--- src/rtl/logic_seq.sv ---
// Multi-cycle sequencer around the ToyRISC logic unit: iterates 1-bit shifts N times, passes other functions through once.
// Optional LOGIC_SEQ_FLAGS_EN registers zero/neg flags alongside result.
module logic_seq #(
  parameter int WIDTH = 32,
  parameter int CNTW  = 5
) (
  input  logic             clk,
  input  logic             rst_n,
  input  logic             start,
  input  logic [2:0]       func,
  input  logic [WIDTH-1:0] leftIn,
  input  logic [WIDTH-1:0] rightIn,
  input  logic [CNTW-1:0]  count,
  output logic [WIDTH-1:0] luLeft,
  output logic [WIDTH-1:0] luRight,
  output logic [2:0]       luFunc,
  input  logic [WIDTH-1:0] luOut,
  output logic             busy,
  output logic             done,
  output logic [WIDTH-1:0] result,
  output logic             zero,
  output logic             neg
);

  typedef enum logic [1:0] {IDLE = 2'd0, RUN = 2'd1, DONE = 2'd2} state_t;

  state_t           r_state, w_state_nxt;
  logic [WIDTH-1:0] r_work, r_rgt, r_result;
  logic [2:0]       r_fn;
  logic [CNTW-1:0]  r_remain;

  logic             w_accept, w_is_shift, w_last, w_load_res;
  logic [WIDTH-1:0] w_res_nxt;

  assign w_accept   = start && (r_state != RUN);
  assign w_is_shift = (func[2:1] == 2'b00);
  assign w_last     = (r_state == RUN) && (r_remain == CNTW'(1));

  always_ff @(posedge clk or negedge rst_n) begin
    if (!rst_n) r_state <= IDLE;
    else        r_state <= w_state_nxt;
  end

  always_comb begin
    w_state_nxt = r_state;
    w_load_res  = 1'b0;
    w_res_nxt   = luOut;
    case (r_state)
      IDLE, DONE: begin
        if (w_accept) begin
          // A zero-count shift completes straight away with the operand untouched
          if (w_is_shift && (count == '0)) begin
            w_state_nxt = DONE;
            w_load_res  = 1'b1;
            w_res_nxt   = leftIn;
          end else begin
            w_state_nxt = RUN;
          end
        end else if (r_state == DONE) begin
          w_state_nxt = IDLE;
        end
      end
      RUN: begin
        if (w_last) begin
          w_state_nxt = DONE;
          w_load_res  = 1'b1;
        end
      end
      default: w_state_nxt = IDLE;
    endcase
  end

  always_ff @(posedge clk or negedge rst_n) begin
    if (!rst_n) begin
      r_work   <= '0;
      r_rgt    <= '0;
      r_fn     <= 3'b000;
      r_remain <= '0;
      r_result <= '0;
    end else begin
      if (w_accept) begin
        r_work   <= leftIn;
        r_rgt    <= rightIn;
        r_fn     <= func;
        r_remain <= w_is_shift ? count : CNTW'(1);
      end else if (r_state == RUN) begin
        r_work   <= luOut;
        r_remain <= r_remain - CNTW'(1);
      end
      if (w_load_res) r_result <= w_res_nxt;
    end
  end

`ifdef LOGIC_SEQ_FLAGS_EN
  logic r_zero, r_neg;
  always_ff @(posedge clk or negedge rst_n) begin
    if (!rst_n) begin
      r_zero <= 1'b0;
      r_neg  <= 1'b0;
    end else if (w_load_res) begin
      r_zero <= (w_res_nxt == '0);
      r_neg  <= w_res_nxt[WIDTH-1];
    end
  end
  assign zero = r_zero;
  assign neg  = r_neg;
`else
  assign zero = 1'b0;
  assign neg  = 1'b0;
`endif

  assign luLeft  = r_work;
  assign luRight = r_rgt;
  assign luFunc  = r_fn;
  assign busy    = (r_state == RUN);
  assign done    = (r_state == DONE);
  assign result  = r_result;

endmodule

--- config.mk ---
export PLATFORM = sky130hd
export DESIGN_NAME = logic_seq
export DESIGN_NICKNAME = d
export VERILOG_FILES = /design/src/rtl/logic_seq.sv
export SDC_FILE = /design/constraint.sdc
export NUM_CORES = 1
export LEC_CHECK = 0
export ABC_AREA = 0
export CAP_MARGIN = 10
export CORE_ASPECT_RATIO = 1.75
export CORE_MARGIN = 10
export CORE_UTILIZATION = 42
export DETAILED_ROUTE_END_ITERATION = 7
export PLACE_DENSITY = 0.8
export SLEW_MARGIN = 5
export SYNTH_ARGS = -nofsm -noshare
export SYNTH_HDL_FRONTEND = slang
export SYNTH_SLANG_ARGS = --single-unit
--- constraint.sdc ---
create_clock -name clk -period 2 [get_ports clk]
set_clock_uncertainty 0.05 [all_clocks]
set_input_delay 0.2 -clock clk [delete_from_list [all_inputs] [get_ports clk]]
set_output_delay 0.2 -clock clk [all_outputs]
set_load 0.05 [all_outputs]
==> flow_summary.ini, run 1 <==
[run_status]
status = finished clean

[pwr]
p_per_area_nw_per_um2 = 1967
power.leakage_nw = 3.297
peakVddDrop_mv = 1.175

[sta]
tightestPinTransition_ns = 0.5640
post-route-min-period_ns = 1.846
slew_viol_final = 0
fin_setup_tns_ns = 0
fmax_mhz = 541.9
period_share = 0.9228
setup-violations-final = 0
relSlewSlack = 0.6228
final_hold_viol_count = 0
whs_ns = 0.1518
rsz0062_at_grt = no

[global_routing]
use_met3 = 0.05928
grt_pass1_wl_mm = 22.61
grtUsageMet1 = 0.1770
grt_max_degree = 66
grt_pass1_vias = 4131
antenna_found_initial = 0
use_met2 = 0.3157
track_usage = 0.1753
gr-total-overflow = 0
grt.busiest_layer = met2

[placement]
hpwl_mm = 11.16
portBuffers = 207
gp_congestion = 0.8016

[die]
start_util = 0.4282
coreArea_um2 = 11100
rows = 51
fp.dieArea_um2 = 16140
die_y_um = 160.8
dieWidth_um = 100.4
ios = 210

[logic_synthesis]
synth_flop_cell = dfrtp_1
synth.cell_area_um2 = 4755
synth-edff-count = 0
postSynthAreaPerCell_um2 = 11.77
synthTopCellsByArea = dfrtp_1 56%, mux2i_1 13%, mux2_2 8.3%
synth_seq_cells = 106
synthCells = 404
yosysMostFrequentCell = dfrtp_1
synth_common_cells = 106 x dfrtp_1, 64 x mux2i_1, 37 x nand2_1
synth.distinct_cells = 30
ys_warn_count = 0
synth_top_area_share = 0.5579
synth_area_leader_cell = dfrtp_1
ys_seq_area_frac = 0.5579
async_reset_ff_frac = 1.000

[drt]
vias = 3890
ant_nets = 0
vias_per_cell = 5.243
drt_pass1_iterations = 4
drt_wl_total_mm = 14.48
drc = 0
first_iter_violations = 184
wl_per_cell_um = 19.52

[worst_setup_path]
r2r_setup_slack_ns = 0.30
max_stage_delay_ns = 0.38
slowest_stage = dfrtp_1
path_cells = nand2b_4 > inv_2 > buf_6 > buf_12
cp-end-kind = output pin
crit_required_ns = 1.75
endpoint = busy
worstReg2RegEnd = result[7]$_DFFE_PN0P_
regToRegStartpoint = r_remain[1]$_DFFE_PN0P_
startpoint_type = register
crit_fanout = 26
worst_r2r_path_depth = 7
arrival_ns = 1.60
critical_path.startpoint = r_state[1]$_DFFE_PN0P_
critical_path_class = reg -> out

[final_layout]
fin_nets = 714
layout-drive-gt1-share = 0.1180
fillCellCount = 851
syn_to_final_growth_pct = 52.63
n_antenna_cell = 0
regArea_um2 = 2653
multi_input_area_um2 = 1902

[min_path]
holdCritPathClass = in -> async

[clock_network]
clkTransAtPathRegs_ns = 0.07
htree_levels = 3
clkSinkCount = 106
cts_tree = built
root_buffer = clkbuf_16
postCtsSetupBuffers = 0
cts_made_buffers = 9
clock_latency_ns = 0.34
cts.path.max_buffers = 2

[flow_run]
drv_cap = 0
[cell type report]
class	count	area share
clock buffer	12	0.03397
clock inverter	4	0.007069
inverter	3	0.001552
multi-input combinational	268	0.2621
sequential	106	0.3655
tap	132	0.02276
timing repair buffer	217	0.3071
[per-stage QoR]
stage            util  worst slack, ns  total power [mW]  instance area, µm²  std cells
5_1_grt        0.6536          0.05494             14.99                7257        742
3_3_place_gp   0.6255           0.2606             12.41                6945        725
4_1_cts        0.6533          0.06147             14.42                7253        742
6_report       0.6536           0.1545             14.27                7257        742
3_5_place_dp   0.6255           0.2257             12.61                6945        725
2_1_floorplan       -           0.5249             9.519                4758        405
[per-layer routing]
| layer | wire [µm] | part of all wire |
|---|---|---|
| met2 | 7923 | 0.55 |
| met5 | 0 | 0 |
| met4 | 391 | 0.027 |
| met3 | 1113 | 0.077 |
| met1 | 5053 | 0.35 |
[power breakdown]
group / internal (mW) / switching (mW) / total [mW]
Clock: 1.01 / 0.758 / 1.76
Sequential: 3.24 / 0.640 / 3.88
Combinational: 3.07 / 5.56 / 8.62
Total: 7.32 / 6.95 / 14.3
[registers in the layout, indices dropped and copies added, names as in the netlist]
name	flops
luFunc	3
luLeft	32
luRight	32
r_remain	5
r_state	2
result	32
[timing repair]
action / CTS / global route
endpoints found under the hold margin: 106 / 0
setup endpoints to repair: 0 / 1
hold buffers: 1 / 0
resized for setup: 0 / 1
[logic make-up (layout without fill, tap and decap cells)]
| group | after synthesis | count (layout) | share of synthesized area |
|---|---|---|---|
| AOI/OAI and AO/OA | 72 | 72 | 0.08026 |
| other | 1 | 2 | 0.0007887 |
| DFF | 106 | 106 | 0.5579 |
| muxes | 99 | 99 | 0.2176 |
| adders and majority gates | 2 | 2 | 0.005262 |
| buffers and inverters | 31 | 236 | 0.04395 |
| and+or+nand+nor | 93 | 93 | 0.09421 |
[worst min path at each step]
stage                     start                     to  slack [ns]  cells after the start
after global routing      rst_n  luLeft[6]$_DFFE_PN0P_        0.15                      2
final                     rst_n  luLeft[6]$_DFFE_PN0P_        0.15                      2
after global placement    rst_n  luLeft[6]$_DFFE_PN0P_       -0.04                      1
after floorplan           rst_n  luFunc[0]$_DFFE_PN0P_       -0.15                      0
after detailed placement  rst_n  luLeft[6]$_DFFE_PN0P_       -0.04                      1
after CTS                 rst_n  luLeft[6]$_DFFE_PN0P_        0.15                      2
[placed cells by master, fill, tap and decap left out, drive strengths merged, types with 2 or more instances in the layout]
cell type      instances
clkinv                 2
inv                    3
dfrtp                106
ha                     2
clkbuf                12
buf                   13
nand2                 38
a21oi                 32
clkdlybuf4s50        203
mux2                  35
or2                    2
nor2                  36
nor3                   5
nand3                  3
nor4b                  2
a32oi                  3
nor2b                  2
conb                   2
o21ai                 34
mux2i                 64
[critical path, delay by kind of cell (launching register included)]
family | cells | cell delay (ns)
buf+inv | 3 | 0.71
flops | 1 | 0.38
simple gates | 1 | 0.17
(Power assumes the default switching activity.)
==> run 2: changes to the inputs <==
- CAP_MARGIN: 10 -> 15
==> results of run 2 <==
Final layout, timing and power as in run 1 (identical DEF).
